## src/rtl/sat_counter.sv

```systemverilog
// Saturating up-counter with synchronous clear; clear has priority over increment.
module sat_counter #(
    parameter int unsigned WIDTH = 16
) (
    input  logic             clk,
    input  logic             reset,
    input  logic             inc,
    input  logic             clr,
    output logic [WIDTH-1:0] count
);

    // NOTE: sequential state is updated with non-blocking assignments so every flop samples pre-edge values.
    always_ff @(posedge clk) begin
        if (reset || clr) begin
            count <= '0;
        end else if (inc && (count != '1)) begin
            count <= count + 1'b1;
        end
    end

endmodule

```

## config.mk

```make
export PLATFORM = sky130hd
export DESIGN_NAME = sat_counter
export DESIGN_NICKNAME = d
export VERILOG_FILES = /design/src/rtl/sat_counter.sv
export SDC_FILE = /design/constraint.sdc
export NUM_CORES = 1
export LEC_CHECK = 0
export BUFFER_PORTS_ARGS = -buffer_cell sky130_fd_sc_hd__buf_4
export CAP_MARGIN = 15
export CORE_AREA = 4 4 53 46
export DETAILED_ROUTE_END_ITERATION = 7
export DIE_AREA = 0 0 57 50
export GPL_TIMING_DRIVEN = 0
export HOLD_SLACK_MARGIN = 0.15
export PLACE_DENSITY_LB_ADDON = 0.25
export SYNTH_ARGS = -nofsm -noshare
export SYNTH_HDL_FRONTEND = slang
export SYNTH_SLANG_ARGS = --single-unit
```

## constraint.sdc

```tcl
create_clock -name clk -period 1.6 [get_ports clk]
set_input_delay 0.32 -clock clk [delete_from_list [all_inputs] [get_ports clk]]
set_output_delay 0.32 -clock clk [all_outputs]
set_load 0.05 [all_outputs]
```

==> reports/results.md, run 1 <==
### Run status
- run status: finished, violations left
- violated checks: setup timing

### STA
- transition time at the pin with the least slew margin: 0.5088 ns
- final setup fails: 2
- fin. max-slew vios: 0
- final total negative setup slack: -0.02157 ns
- Worst Setup Slack, final: -0.01753 ns
- shortest period the worst path allows: 1.618 ns
- Post-Route Skew: 0.002430 ns
- part of the cycle the worst path needs: 101.1%
- achievable frequency: 618.2 MHz
- final hold violation count: 0
- relative slew slack: 66.08%
- WHS: 0.3511 ns

### Placed design
- gp weighted congestion: 0.8031
- Detail Placement HPWL: 1.681 mm
- number of I/O port buffers: 19

### Clocking
- number of buffers created by CTS: 3
- cell at the root of the clock tree: sky130_fd_sc_hd__clkbuf_4
- clk_lat worst skew: 0.28 ns
- number of levels in the clock H-tree: 1
- clock slew seen by the registers of the worst setup and hold paths: 0.09 ns
- CTS sink count: 16
- CTS tree: done
- buffer depth of the longest clock path: 2

### Power and ir drop
- LEAKAGE: 0.0005287 uW
- switch share: 24.04%
- switching power: 151.7 uW
- maximum vdd drop: 0.0004445 V
- relative contribution of the clock network to total power: 33.7%
- combinational share of power: 6.5%
- sequential cell fraction of total power: 59.8%
- power density over the cells: 488.2 mW/mm^2
- Internal: 479.4 uW

### Detailed routing
- First DRT Iteration DRCs: 30
- drt via density: 6.071
- total wire length after detailed routing: 2.527 mm
- TritonRoute pass-1 iters: 4
- wire length per cell after detailed routing: 16.41 um
- DRC violations left: 0
- overall via count from detail_route: 935
- count of antenna-violating nets left after detailed routing: 0

### Synthesis
- Post-Synth XOR/XNOR Area: 3.102%
- post-synthesis sequential area ratio: 37.81%
- number of library cell types mapped by synthesis: 30
- area share of and/or/nand/nor cells after synthesis: 33.83%
- proportion of synthesized area in mux cells: 0%
- Post-Synthesis Cell Area: 847.1 sq um
- net count after synthesis: 100
- Mapped Cells: 95
- combinational family with the most area after synthesis: simple AND/OR/NAND/NOR gates
- compound-cell area share of the yosys netlist: 21.86%
- Syn Area/Cell: 8.916 sq um
- area share of fa/ha/maj cells after synthesis: 1.477%
- number of flip-flops and latches in the synthesized netlist: 16
- number of warnings reported in the yosys synthesis log: 0

### Floorplanning
- number of top-level pins: 20
- DIE AREA: 0.002850 sq mm
- width of the die: 57 um
- Row Count: 14
- core footprint: 0.001857 sq mm
- die span in y: 50 um
- effective utilization at floorplan: 45.62%

### Critical path
- type of destination of the critical path: flop
- type of element launching the critical path: flop
- number of cells traversed by the worst register-to-register path: 5
- kind of critical path: flop to flop
- worst path required time: 1.83 ns
- data arrival time of the worst path: 1.85 ns
- crit-path max FO: 8

### Cells and area
- FF+latch area: 380.4 sq um
- Multi-input gate area: 600.6 sq um
- growth of design area from synthesis to finish: 52.59%
- most common cell after layout, fill and taps aside: sky130_fd_sc_hd__buf_4
- top flop regs: count: 16 flops
- fraction of final layout cells sized beyond drive strength 1: 51.54%
- Final Core Density: 69.61%
- # fillers: 158
- commonest non-fill, non-tap cells in the layout: 31 x sky130_fd_sc_hd__buf_4, 16 x sky130_fd_sc_hd__dfxtp_4, 7 x sky130_fd_sc_hd__nor2_1, 7 x sky130_fd_sc_hd__a21oi_1, 6 x sky130_fd_sc_hd__nand2_1
- diode insertion count for antenna repair: 0
- number of flip-flops under the largest register name: 16
- total number of nets in the final design: 136
- Top reg by flops: count

### Min path
- worst min path class: input pin to flop
- hold path cells: 3

### Global routing
- antenna violations before repair: 0
- global-route wire length before repair: 3.539 mm
- number of global-route vias before repair: 816
- maximum number of pins on one net before global-route repair: 11
- residual overflow from global routing: 0
- overall fraction of global-route tracks in use: 16.10%

### Run
- max-cap check violation count: 0

[power by group through the flow]
| stage | Combinational [uW] | Sequential, uW | Clock, uW |
|---|---|---|---|
| floorplan | 16.7 | 399 | 0 |
| global placement | 38.8 | 393 | 0 |
| detailed placement | 39.9 | 393 | 0 |
| CTS | 40.0 | 384 | 221 |
| global route | 44.5 | 378 | 246 |
| finish | 41.2 | 377 | 213 |
[per-stage QoR]
stage	setup slack [ns]	power (uW)	std cells	area, sq um
2_1_floorplan	-0.01317	415.8	95	934.6
6_report	-0.01753	631.0	154	1292
5_1_grt	-0.09255	668.3	154	1292
4_1_cts	-0.0007950	645.2	146	1186
3_5_place_dp	-0.07361	433.1	138	1107
3_3_place_gp	-0.01335	431.9	138	1107
[repair_timing]
action | in CTS | in global routing
pin swaps | 1 | 12
gates resized for setup | 3 | 13
buffers inserted | 4 | 9
hold buffers | 0 | 0
endpoints found under the setup margin | 8 | 11
[Yosys cell counts]
cell type	number	area share (%)
sky130_fd_sc_hd__a211oi_1	1	0.89
sky130_fd_sc_hd__nand4_2	1	1.5
sky130_fd_sc_hd__inv_1	1	0.44
sky130_fd_sc_hd__and2_1	2	1.5
sky130_fd_sc_hd__dfxtp_1	16	38
sky130_fd_sc_hd__o41ai_2	1	1.9
sky130_fd_sc_hd__xor2_1	2	2.1
sky130_fd_sc_hd__nand4_1	5	3.7
sky130_fd_sc_hd__nor3_1	1	0.59
sky130_fd_sc_hd__o21ai_0	5	3.0
sky130_fd_sc_hd__or2_2	1	0.74
sky130_fd_sc_hd__or4_1	3	2.7
sky130_fd_sc_hd__nor4_2	1	1.5
sky130_fd_sc_hd__or4_4	1	1.3
sky130_fd_sc_hd__nand2_1	6	2.7
sky130_fd_sc_hd__o31ai_1	3	2.7
sky130_fd_sc_hd__xnor2_1	1	1.0
sky130_fd_sc_hd__a41o_1	4	4.7
sky130_fd_sc_hd__nand3_1	5	3.0
sky130_fd_sc_hd__nor2_1	7	3.1
sky130_fd_sc_hd__o211a_1	1	1.2
sky130_fd_sc_hd__and3_4	1	1.3
sky130_fd_sc_hd__clkbuf_2	1	0.59
sky130_fd_sc_hd__and4_1	4	4.1
sky130_fd_sc_hd__nand4_4	1	2.5
sky130_fd_sc_hd__ha_1	1	1.5
sky130_fd_sc_hd__a31oi_1	3	2.2
sky130_fd_sc_hd__a21oi_1	9	5.3
sky130_fd_sc_hd__clkbuf_1	2	0.89
sky130_fd_sc_hd__or3_1	5	3.7
[metal layers]
| metal | wire, um | GRT usage (%) | part of all wire (%) |
|---|---|---|---|
| met5 | 0 | 0 | 0 |
| met4 | 90 | 9.266 | 3.6 |
| met3 | 146 | 5.744 | 5.8 |
| met2 | 1220 | 25.48 | 48 |
| met1 | 1070 | 18.58 | 42 |
[final cells by class]
class | instances | area share (%)
buffer | 2 | 0.5808
clock buffer | 3 | 1.742
clock inverter | 1 | 0.2904
inverter | 1 | 0.2904
multi-input combinational | 75 | 46.47
sequential | 16 | 29.43
tap | 24 | 2.323
timing repair buffer | 32 | 18.88
[worst max-delay path: stages (launching register included)]
cell and delay, ns:
sky130_fd_sc_hd__dfxtp_4 0.40, sky130_fd_sc_hd__nand4_1 0.14, sky130_fd_sc_hd__buf_4 0.17, sky130_fd_sc_hd__or4_4 0.53, sky130_fd_sc_hd__a31oi_1 0.20, sky130_fd_sc_hd__a41o_1 0.11
[worst paths after layout]
path	startpoint	end	slack, ns
min reg2reg	count[1]	count[1]	0.52
max	count[10]	count[5]	-0.02
min	reset	count[12]	0.35
max reg2reg	count[10]	count[5]	-0.02
[kinds of logic after synthesis]
logic type	count (synthesis)
and+or+nand+nor	44
AOI/OAI and AO/OA	27
DFF	16
buffers and inverters	4
xor gates and xnor gates	3
adders and majority gates	1
(Power assumes the default switching activity.)
==> inputs of run 2 (changes only) <==
--- a/config.mk
+++ b/config.mk
@@ -7,9 +7,9 @@
 export LEC_CHECK = 0
 export BUFFER_PORTS_ARGS = -buffer_cell sky130_fd_sc_hd__buf_4
 export CAP_MARGIN = 15
-export CORE_AREA = 4 4 53 46
+export CORE_AREA = 4 4 51 44
 export DETAILED_ROUTE_END_ITERATION = 7
-export DIE_AREA = 0 0 57 50
+export DIE_AREA = 0 0 55 48
 export GPL_TIMING_DRIVEN = 0
 export HOLD_SLACK_MARGIN = 0.15
 export PLACE_DENSITY_LB_ADDON = 0.25
==> constraint.sdc (replaced) <==
create_clock -name clk -period 1.5 [get_ports clk]
set_input_delay 0.3 -clock clk [delete_from_list [all_inputs] [get_ports clk]]
set_output_delay 0.3 -clock clk [all_outputs]
set_load 0.05 [all_outputs]
==> reports/results.md, run 2 (synthesis results as in run 1) <==
### Run status
- run status: finished, violations left
- violated checks: setup timing

### Detailed routing
- drt via density: 5.975, -1.6%
- wire length per cell after detailed routing: 15.87 um, -3.3%
- First DRT Iteration DRCs: 25, -17%
- overall via count from detail_route: 938, +0.32%
- count of antenna-violating nets left after detailed routing: 0, unchanged
- TritonRoute pass-1 iters: 4, unchanged
- total wire length after detailed routing: 2.492 mm, -1.4%
- DRC violations left: 0, unchanged

### Critical path
- data arrival time of the worst path: 1.76 ns, -0.09 ns
- worst path required time: 1.72 ns, -0.11 ns
- terminus of the critical flop-to-flop path: count[14]
- number of cells traversed by the worst register-to-register path: 5, unchanged
- startpoint of the most critical register-to-register path: count[12]
- capture point of the worst path: count[14]
- type of destination of the critical path: flop
- slack of the worst reg-to-reg path: -0.04 ns, -0.02 ns
- crit-path max FO: 5, -3
- kind of critical path: flop to flop
- type of element launching the critical path: flop
- worst setup path start: count[12]

### Placed design
- number of I/O port buffers: 19, unchanged
- gp weighted congestion: 0.8039, about the same
- post-detailed-placement cell area: 0.001115 sq mm, +0.68%
- Detail Placement HPWL: 1.585 mm, -5.7%
- worst setup timing slack at the placement stage: -0.1596 ns, -0.08596 ns

### Power and ir drop
- LEAKAGE: 0.0005744 uW, +8.7%
- maximum vdd drop: 0.0006256 V, +41%
- power density over the cells: 545.7 mW/mm^2, +12%
- Tot Pwr: 738.1 uW, +17%

### Cells and area
- Post-Layout Inst Area: 0.001353 sq mm, +4.6%
- Top reg by flops: count
- total number of nets in the final design: 139, +2.2%
- number of flip-flops under the largest register name: 16, unchanged
- diode insertion count for antenna repair: 0, unchanged
- commonest non-fill, non-tap cells in the layout: 31 x sky130_fd_sc_hd__buf_4, 15 x sky130_fd_sc_hd__dfxtp_4, 7 x sky130_fd_sc_hd__nor2_1
- growth of design area from synthesis to finish: 59.68%
- fraction of final layout cells sized beyond drive strength 1: 55.64%, +4.1 points
- top flop regs: count: 16 flops
- most common cell after layout, fill and taps aside: sky130_fd_sc_hd__buf_4

### STA
- relative slew slack: 61.83%, -4.3 points
- final hold violation count: 0, unchanged
- Worst Setup Slack, final: -0.03618 ns, -0.01865 ns
- part of the cycle the worst path needs: 102.4%, +1.3 points
- achievable frequency: 651.0 MHz, +5.3%
- final setup fails: 7, +5
- transition time at the pin with the least slew margin: 0.5726 ns, +0.06385 ns
- Post-Route Skew: 0.001935 ns, -0.0004943 ns
- shortest period the worst path allows: 1.536 ns, -0.08135 ns
- final total negative setup slack: -0.1310 ns, -0.1095 ns
- WHS: 0.3044 ns, -0.04664 ns
- fin. max-slew vios: 0, unchanged
- unrepaired setup endpoints after global routing: true

### Floorplanning
- effective utilization at floorplan: 47.88%, +2.3 points
- core footprint: 0.001769 sq mm, -4.7%
- Row Count: 14, unchanged
- number of top-level pins: 20, unchanged
- DIE AREA: 0.002640 sq mm, -7.4%
- die span in y: 48 um, -4.0%
- width of the die: 55 um, -3.5%

### Min path
- worst min path class: input pin to flop

### Global routing
- maximum number of pins on one net before global-route repair: 11, unchanged
- global-route wire length before repair: 3.677 mm, +3.9%
- antenna violations before repair: 0, unchanged
- residual overflow from global routing: 0, unchanged
- number of global-route vias before repair: 831, +1.8%
- overall fraction of global-route tracks in use: 19.88%, +3.8 points

### Clocking
- clk_lat worst skew: 0.29 ns, about the same
- buffer depth of the longest clock path: 2, unchanged
- CTS sink count: 16, unchanged
- number of levels in the clock H-tree: 1, unchanged
- CTS tree: done
- cell at the root of the clock tree: sky130_fd_sc_hd__clkbuf_4
- hold buffers post-CTS: 0, unchanged
- number of buffers created by CTS: 3, unchanged
- clock slew seen by the registers of the worst setup and hold paths: 0.09 ns, about the same

### Run
- max-cap check violation count: 0, unchanged

## run 2: cell types whose count changed in the layout (fill, tap and decap cells not counted), moves of 2 or more
| cell | before | now |
|---|---|---|
| sky130_fd_sc_hd__o21ai_0 | 4 | 2 |
| sky130_fd_sc_hd__a21oi_2 | 2 | 4 |
| sky130_fd_sc_hd__buf_6 | 1 | 3 |
| sky130_fd_sc_hd__a21oi_1 | 7 | 5 |
## run 2: metal layers
metal	GRT usage [%]	part of all wire, %	vias to the layer above
li1	-	-	459
met1	22.41	42	442
met2	37.03	51	31
met3	5.919	5.5	6
met4	4.369	1.5	0
met5	0	0	-
## run 2: final cells by class
type                       instances  area, sq um
tap                               24        30.03
sequential                        16        377.9
multi-input combinational         75        618.1
inverter                           1        3.754
buffer                             2        7.507
clock buffer                       4        36.28
timing repair buffer              35        279.0
fill                             122        416.7
## run 2: timing repair
action                     4_1_cts  5_1_grt
setup endpoints to repair       12       16
gates resized for setup          6       16
setup buffers                    7       11
pin swaps                        7        5
## run 2: per-stage QoR
step,util (%),cells
finish,76.45,157
global route,76.45,157
CTS,68.81,148
detailed placement,63.01,138
global placement,63.01,138
floorplan,-,95
## run 2: power breakdown
part           switching (uW)  total (uW)  internal, uW
clock network             141         289           148
logic                    27.7        45.4          17.6
registers                3.63         404           401
total                     172         738           566
## run 2: worst min path at each step
| stage | to | start | slack [ns] | cells past startpoint |
|---|---|---|---|---|
| final | count[12] | reset | 0.30 | 3 |
| after floorplan | count[1] | inc | 0.45 | 2 |
| after global placement | count[11] | count[11] | 0.49 | 2 |
| after CTS | count[12] | reset | 0.30 | 3 |
| after global routing | count[12] | reset | 0.30 | 3 |
| after detailed placement | count[15] | count[15] | 0.50 | 2 |
## run 2: critical path: stages (launching register included)
cell and delay, ns:
sky130_fd_sc_hd__dfxtp_4 0.37, sky130_fd_sc_hd__buf_4 0.13, sky130_fd_sc_hd__and4_1 0.22, sky130_fd_sc_hd__a41o_1 0.26, sky130_fd_sc_hd__or3_1 0.35, sky130_fd_sc_hd__a21oi_2 0.13
